### src/rtl/sample_ascii_tx.sv
// ============================================================================
//  Module      : sample_ascii_tx
//  Description : Converts signed DATA_W-bit samples into newline-delimited
//                ASCII decimal text: optional '-', decimal digits without
//                leading zeros, then TERM_CHAR. One byte per out_ready.
//  Ports       : clk, rst_n          - clock, async active-low reset
//                in_valid/in_ready   - sample handshake, in_data sample
//                out_valid/out_ready - byte handshake, out_data byte,
//                                      out_last with terminator byte
//                sample_count        - lines fully emitted (wraps at 2^32)
//  Revision    : 1.0 - initial release
// ============================================================================
`default_nettype none

module sample_ascii_tx #(
    parameter int         DATA_W     = 22,
    parameter int         NUM_DIGITS = 7,
    parameter logic [7:0] TERM_CHAR  = 8'h0A
) (
    input  logic              clk,
    input  logic              rst_n,
    input  logic              in_valid,
    output logic              in_ready,
    input  logic [DATA_W-1:0] in_data,
    output logic              out_valid,
    input  logic              out_ready,
    output logic [7:0]        out_data,
    output logic              out_last,
    output logic [31:0]       sample_count
);

    localparam int PTR_W = (NUM_DIGITS > 1) ? $clog2(NUM_DIGITS) : 1;
    localparam int CNT_W = $clog2(DATA_W + 1);
    localparam int BCD_W = 4 * NUM_DIGITS;

    localparam logic [7:0] c_ASCII_MINUS = 8'h2D;
    localparam logic [7:0] c_ASCII_ZERO  = 8'h30;

    typedef enum logic [2:0] {
        S_IDLE   = 3'd0,
        S_CONV   = 3'd1,
        S_SIGN   = 3'd2,
        S_DIGITS = 3'd3,
        S_TERM   = 3'd4
    } state_t;

    state_t             r_state;
    state_t             w_next;
    logic               r_in_ready;
    logic               r_neg;
    logic [DATA_W-1:0]  r_mag;
    logic [BCD_W-1:0]   r_bcd;
    logic [BCD_W-1:0]   w_bcd_adj;
    logic [CNT_W-1:0]   r_cnt;
    logic [PTR_W-1:0]   r_ptr;
    logic [PTR_W-1:0]   w_lead;
    logic [3:0]         w_digit;
    logic [31:0]        r_count;
    logic               w_accept;
    logic               w_conv_done;

    assign w_accept     = in_valid && r_in_ready;
    // Counter reaching DATA_W marks the one extra CONV cycle in which the
    // leading digit is located from the registered BCD result, keeping the
    // priority search off the add-3 path.
    assign w_conv_done  = (r_cnt == CNT_W'(DATA_W));
    assign in_ready     = r_in_ready;
    assign sample_count = r_count;

    // Double-dabble correction: every nibble >= 5 gets +3 before the shift.
    for (genvar g = 0; g < NUM_DIGITS; g++) begin : g_dabble
        assign w_bcd_adj[4*g +: 4] = (r_bcd[4*g +: 4] >= 4'd5) ?
                                     (r_bcd[4*g +: 4] + 4'd3) : r_bcd[4*g +: 4];
    end

    // Most significant non-zero nibble; nibble 0 when the value is zero.
    always_comb begin
        w_lead = '0;
        for (int i = 0; i < NUM_DIGITS; i++) begin
            if (r_bcd[4*i +: 4] != 4'd0) begin
                w_lead = PTR_W'(i);
            end
        end
    end

    always_comb begin
        w_digit = 4'd0;
        for (int i = 0; i < NUM_DIGITS; i++) begin
            if (r_ptr == PTR_W'(i)) begin
                w_digit = r_bcd[4*i +: 4];
            end
        end
    end

    // State register
    always_ff @(posedge clk or negedge rst_n) begin
        if (!rst_n) begin
            r_state <= S_IDLE;
        end else begin
            r_state <= w_next;
        end
    end

    // Next state and byte outputs; outputs decode registered state only.
    always_comb begin
        w_next    = r_state;
        out_valid = 1'b0;
        out_data  = 8'h00;
        out_last  = 1'b0;
        case (r_state)
            S_IDLE: begin
                if (w_accept) w_next = S_CONV;
            end
            S_CONV: begin
                if (w_conv_done) w_next = r_neg ? S_SIGN : S_DIGITS;
            end
            S_SIGN: begin
                out_valid = 1'b1;
                out_data  = c_ASCII_MINUS;
                if (out_ready) w_next = S_DIGITS;
            end
            S_DIGITS: begin
                out_valid = 1'b1;
                out_data  = c_ASCII_ZERO + {4'd0, w_digit};
                if (out_ready && (r_ptr == '0)) w_next = S_TERM;
            end
            S_TERM: begin
                out_valid = 1'b1;
                out_data  = TERM_CHAR;
                out_last  = 1'b1;
                if (out_ready) w_next = S_IDLE;
            end
            default: w_next = S_IDLE;
        endcase
    end

    // Datapath
    always_ff @(posedge clk or negedge rst_n) begin
        if (!rst_n) begin
            r_in_ready <= 1'b0;
            r_neg      <= 1'b0;
            r_mag      <= '0;
            r_bcd      <= '0;
            r_cnt      <= '0;
            r_ptr      <= '0;
            r_count    <= '0;
        end else begin
            // Registered so in_ready first rises one edge after reset release.
            r_in_ready <= (w_next == S_IDLE);
            case (r_state)
                S_IDLE: begin
                    if (w_accept) begin
                        r_neg <= in_data[DATA_W-1];
                        // Unsigned DATA_W-bit magnitude: the most negative
                        // value maps to 2^(DATA_W-1) without overflow.
                        r_mag <= in_data[DATA_W-1] ? (~in_data + DATA_W'(1)) : in_data;
                        r_bcd <= '0;
                        r_cnt <= '0;
                    end
                end
                S_CONV: begin
                    if (!w_conv_done) begin
                        r_bcd <= {w_bcd_adj[BCD_W-2:0], r_mag[DATA_W-1]};
                        r_mag <= {r_mag[DATA_W-2:0], 1'b0};
                        r_cnt <= r_cnt + CNT_W'(1);
                    end else begin
                        r_ptr <= w_lead;
                    end
                end
                S_DIGITS: begin
                    if (out_ready && (r_ptr != '0)) r_ptr <= r_ptr - PTR_W'(1);
                end
                S_TERM: begin
                    if (out_ready) r_count <= r_count + 32'd1;
                end
                default: ;
            endcase
        end
    end

endmodule

`default_nettype wire
### config.mk
export PLATFORM = sky130hd
export DESIGN_NAME = sample_ascii_tx
export DESIGN_NICKNAME = d
export VERILOG_FILES = /design/src/rtl/sample_ascii_tx.sv
export SDC_FILE = /design/constraint.sdc
export NUM_CORES = 1
export LEC_CHECK = 0
export ABC_CLOCK_PERIOD_IN_PS = 2700
export CAP_MARGIN = 20
export CORE_MARGIN = 5
export CORE_UTILIZATION = 56
export CTS_BUF_LIST = sky130_fd_sc_hd__clkbuf_8 sky130_fd_sc_hd__clkbuf_16
export DETAILED_ROUTE_END_ITERATION = 8
export PLACE_DENSITY = 0.81
export SYNTH_ARGS = -nofsm -noshare
export SYNTH_HDL_FRONTEND = slang
export SYNTH_SLANG_ARGS = --single-unit
### constraint.sdc
create_clock -name clk -period 2.7 [get_ports clk]
set_input_delay 0.54 -clock clk [delete_from_list [all_inputs] [get_ports clk]]
set_output_delay 0.54 -clock clk [all_outputs]
set_load 0.05 [all_outputs]
; Word-level counts from Yosys, hierarchy flattened
; Index checks and enable logic that the tools add are counted.
; W data, S select, Z words.
[op_classes]
add_sub_neg = 12
eq_ne = 15
reduce_logical = 20
order_cmp = 7
bitwise_logic = 1
mux = 43
[ops]
columns = operator, count
row1 = $mux W22, 3
row2 = $mux W28, 2
row3 = $pmux W28 S2, 1
row4 = $mux W4, 13
row5 = $pmux W22 S2, 1
row6 = $mux W3, 11
row7 = $add A32 B1 Y32 const B, 1
row8 = $ge A4 B3 Y1 const B, 7
row9 = $add A4 B2 Y4 const B, 6
row10 = $reduce_bool A4 Y1, 6
row11 = $add A22 B1 Y22 const B, 1
row12 = $not A22 Y22, 1
row13 = $pmux W7 S3, 1
row14 = $pmux W3 S5, 1
row15 = $eq A3 B2 Y1 const B, 4
row16 = $eq A3 B3 Y1 const B, 4
row17 = $mux W5, 2
row18 = $pmux W5 S2, 1
row19 = $logic_not A3 Y1, 3
row20 = $ne A2 B2 Y1 const B, 4
row21 = $add A6 B4 Y7 const A, 1
row22 = $eq A3 B1 Y1 const B, 2
row23 = $pmux W3 S2, 1
row24 = $reduce_and A3 Y1, 2
row25 = other kinds (11), 19
[totals]
elab_cells = 106
inputBits = 26
regBits = 95
out_inout_bits = 43

; Longest topological paths before layout
; Gate-level depths: netlist of run 1.
[logic_depth]
depth_word = 10
mapped_depth = 9
mapped_depth_nobuf = 7

; Least setup slack after synthesis of run 1
; OpenSTA, ideal clock, no wires.
[synth_timing]
kind = flip-flop to output port
start = register r_ptr[0]
end = output port out_data[2]
path_slack_ns = -0.346
t_required_ns = 2.160
t_arrival_ns = 2.506
path_stages_with_launch = 7
n_path_buf = 2
cell_sequence = dfrtp_1 inv_1 ha_1 clkbuf_1 clkbuf_1 a21oi_1 a311oi_1
[synth_between]
elab_chain_cells = 10
word_cells_on_any_way = 16
cone_classes = add/sub: 1 / eq/ne: 6 / mux: 8 / reduce/logical: 1
[synth_rtl]
columns = element, line_no
row1 = start: declaration, 55  ; logic [PTR_W-1:0] r_ptr;
row2 = start signal: assignment, 167  ; r_ptr <= w_lead;
row3 = start signal: assignment, 171  ; if (out_ready && (r_ptr != '0)) r_ptr <= r_ptr - PTR_W'(1);
row4 = $logic_not A3 Y1, 89  ; if (r_ptr == PTR_W'(i)) begin
row5 = $mux W4 (6 in series), 89
row6 = $mux W4 *, 89
row7 = $add A6 B4 Y7 *, 124  ; out_data = c_ASCII_ZERO + {4'd0, w_digit};
row8 = $pmux W7 S3 *, 110  ; case (r_state)
row9 = end: declaration, 27  ; output logic [7:0] out_data,
; Mark *: on every way between the ends. The rest lies on a longest branch, timed or not.

; Worst setup path after layout of run 1
[layout_timing]
start = register r_ptr[1]
end = output port out_data[2]
; The elaborated chain is that of the path after synthesis.

==> impl_metrics.yaml, run 1 <==
yosys:
  yosys-top-cells-area: "dfrtp_1, ha_1, xor2_1, xnor2_1, nand2_1"
  synth_top_family_by_area: "compound AO/OA/AOI/OAI gates"
  synth_fa_ha_area_frac: 0.05296
  synth_compound_area_frac: 0.1810
  ys.flop_type: "dfrtp_1"
  netlist_area_um2: 5434
  yosys_register_bits: 95
  yosys.area_share.simple: 0.1755
  yosysUniqueCellTypes: 55
  synth_top_area_cell: "dfrtp_1"
  synth_edf_count: 0
  async_reset_ff_frac: 1.000
  ys_warn_count: 0
  synthMuxAreaShare: 0.01911
  yosysSeqAreaShare: 0.4375
  synth_xor_xnor_area_share: 0.09348
  synth_cells: 575
  netlist.area_leader.share: 0.4375
  syn_area_per_cell_um2: 9.450
worst_setup_path:
  path_max_fanout: 15
  rrSetupSlack_ns: 0.35
  worstReg2RegStart: "r_bcd[20]"
  path_cells: "inv_4, ha_4, nand3b_1, a21oi_1, a21oi_1, a311oi_2, buf_12"
  cpMostUsedCell: "a21oi_1"
  slowest_stage: "dfrtp_2"
  critPathMaxStageDelay_ns: 0.43
  crit_start: "r_ptr[1]"
  arrival_ns: 2.13
  startpoint_type: "flip-flop"
  critPathKind: "flip-flop to primary output"
  cpLargestDelayFamily: "compound AO/OA/AOI/OAI gates"
  end_kind: "primary output"
  critPathRequiredTime_ns: 2.16
  path_buf_inv: 2
timing:
  fin_ws_ns: 0.02556
  fin_skew_ns: 0.01278
  hold_viol_final: 0
  tns_ns: 0
  fmax_mhz: 373.9
  fin_crit_ns: 2.674
  min_period_over_period: 0.9905
  slew_viol_final: 0
  relSlewSlack: 0.5833
  tightestPinTransition_ns: 0.6164
  setup_viol: 0
  rsz0062_at_grt: "true"
  whs_ns: 0.1801
finish:
  insertedDiodeCount: 0
  final_nets: 703
  mostFrequentLayoutCell: "dfrtp_1"
  fin_cells: 792
  area_growth_pct: 23.46
  post-route-util: 0.6960
  drive_above_1_share: 0.1138
  final_cell_mix: "dfrtp_1, nand2_1, clkdlybuf4s50_1, o21ai_0"
routing:
  drt_iter0_markers: 372
  ant_nets: 0
  avgRoutedWirePerCell_um: 16.44
  firstDrtPassIters: 5
  post_drt_via_cell_ratio: 5.942
  vias: 4706
  drc: 0
  drt-total-wl_um: 13020
cts:
  tritoncts: "yes"
  cts_buffers: 9
  root_buffer: "clkbuf_8"
  clkSinkCount: 95
  postCtsHoldBufs: 0
  clock_latency_ns: 0.37
  path_clk_slew_ns: 0.08
  cts.path.max_buffers: 2
  cts_htree_levels: 3
global_routing:
  grt.overflow.total: 0
  grt_pass1_wl_um: 21690
  gr-usage-all-layers: 0.2286
  grt_pass1_vias: 4586
  antenna_found_initial: 0
  grt_max_degree: 51
die:
  die_h_um: 108.5
  die_w_um: 108.5
  rows: 36
  num_io_pins: 69
  core_area_um2: 9639
  die_area_um2: 11770
  start_util: 0.5637
hold_path:
  hp-class: "input pin to async pin"
power_and_ir_drop:
  p_per_area_nw_per_um2: 941.6
  p_leak_nw: 2.925
  max-vdd-ir-drop_mv: 0.4682
run:
  max_cap_violations: 0
status:
  status: "complete, no violations"
place:
  port_buffers: 66
  dp_hpwl_um: 9332
  routabilityCongestion: 0.9046
  dp.cells: 774
  place_ws_ns: -0.02232
final cells by class:
class	count	area (um^2)
fill	755	2930
multi-input combinational	426	2912
sequential	95	2380
timing repair buffer	97	970.9
tap	133	166.4
clock buffer	10	137.6
inverter	25	98.84
clock inverter	6	43.79
synth_stat cells (all sizes together), types with 15 or more instances:
cell type,n
clkbuf,25
nor2,28
a21oi,32
o21ai,43
ha,23
o22ai,15
xnor2,27
xor2,31
a22oi,15
nand2,61
dfrtp,95
inv,25
cell families after synthesis:
kind of cell	count (synthesis)
xor+xnor	58
flops	95
mux	10
other cells	1
buf+inv	55
fa+ha+maj	23
simple gates	182
compound gates	151
where the power goes:
| group | leakage [nW] | internal [W] | switching (W) |
|---|---|---|---|
| clock | 0.0984 | 0.000365 | 0.000514 |
| combinational | 1.59 | 0.00135 | 0.00186 |
| sequential | 1.24 | 0.00183 | 0.000403 |
path summary, 6_finish.rpt:
check | endpoint | cells past startpoint
hold / removal | sample_count[4] | 1
setup / recovery | out_data[2] | 7
min in group clk | sample_count[31] | 1
max in group asynchronous | r_cnt[0] | 2
setup reg to reg | r_ptr[1] | 7
hold reg to reg | sample_count[31] | 1
what timing repair did:
item | in CTS | in global routing
endpoints found under the hold margin | 0 | 0
setup buffers | 0 | 2
pin swaps | 0 | 2
gates resized for setup | 10 | 11
setup endpoints to repair | 4 | 5
state kept, by name, indices dropped and copies added, names as in the netlist:
name	count
r_ptr	3
r_state	3
in_ready	1
r_cnt	5
sample_count	32
r_bcd	28
r_mag	22
r_neg	1
metrics by stage:
stage | instance area, um^2 | total power (W)
final | 6709 | 0.006317
after global routing | 6709 | 0.006763
after CTS | 6673 | 0.006247
after detailed placement | 6446 | 0.005306
after global placement | 6446 | 0.005151
after floorplan | 5449 | 0.004307
routing by layer:
metal	part of all wire	global-route usage
met1	0.43	0.3061
met2	0.49	0.3751
met3	0.061	0.03224
met4	0.018	0.09107
met5	0	0
Note: power is estimated with default switching activity, not from simulation.
==> inputs of run 2 (changes only) <==
- HOLD_SLACK_MARGIN: not set -> 0.02
==> results of run 2 <==
The final DEF is identical to that of run 1; final timing and power are the same.
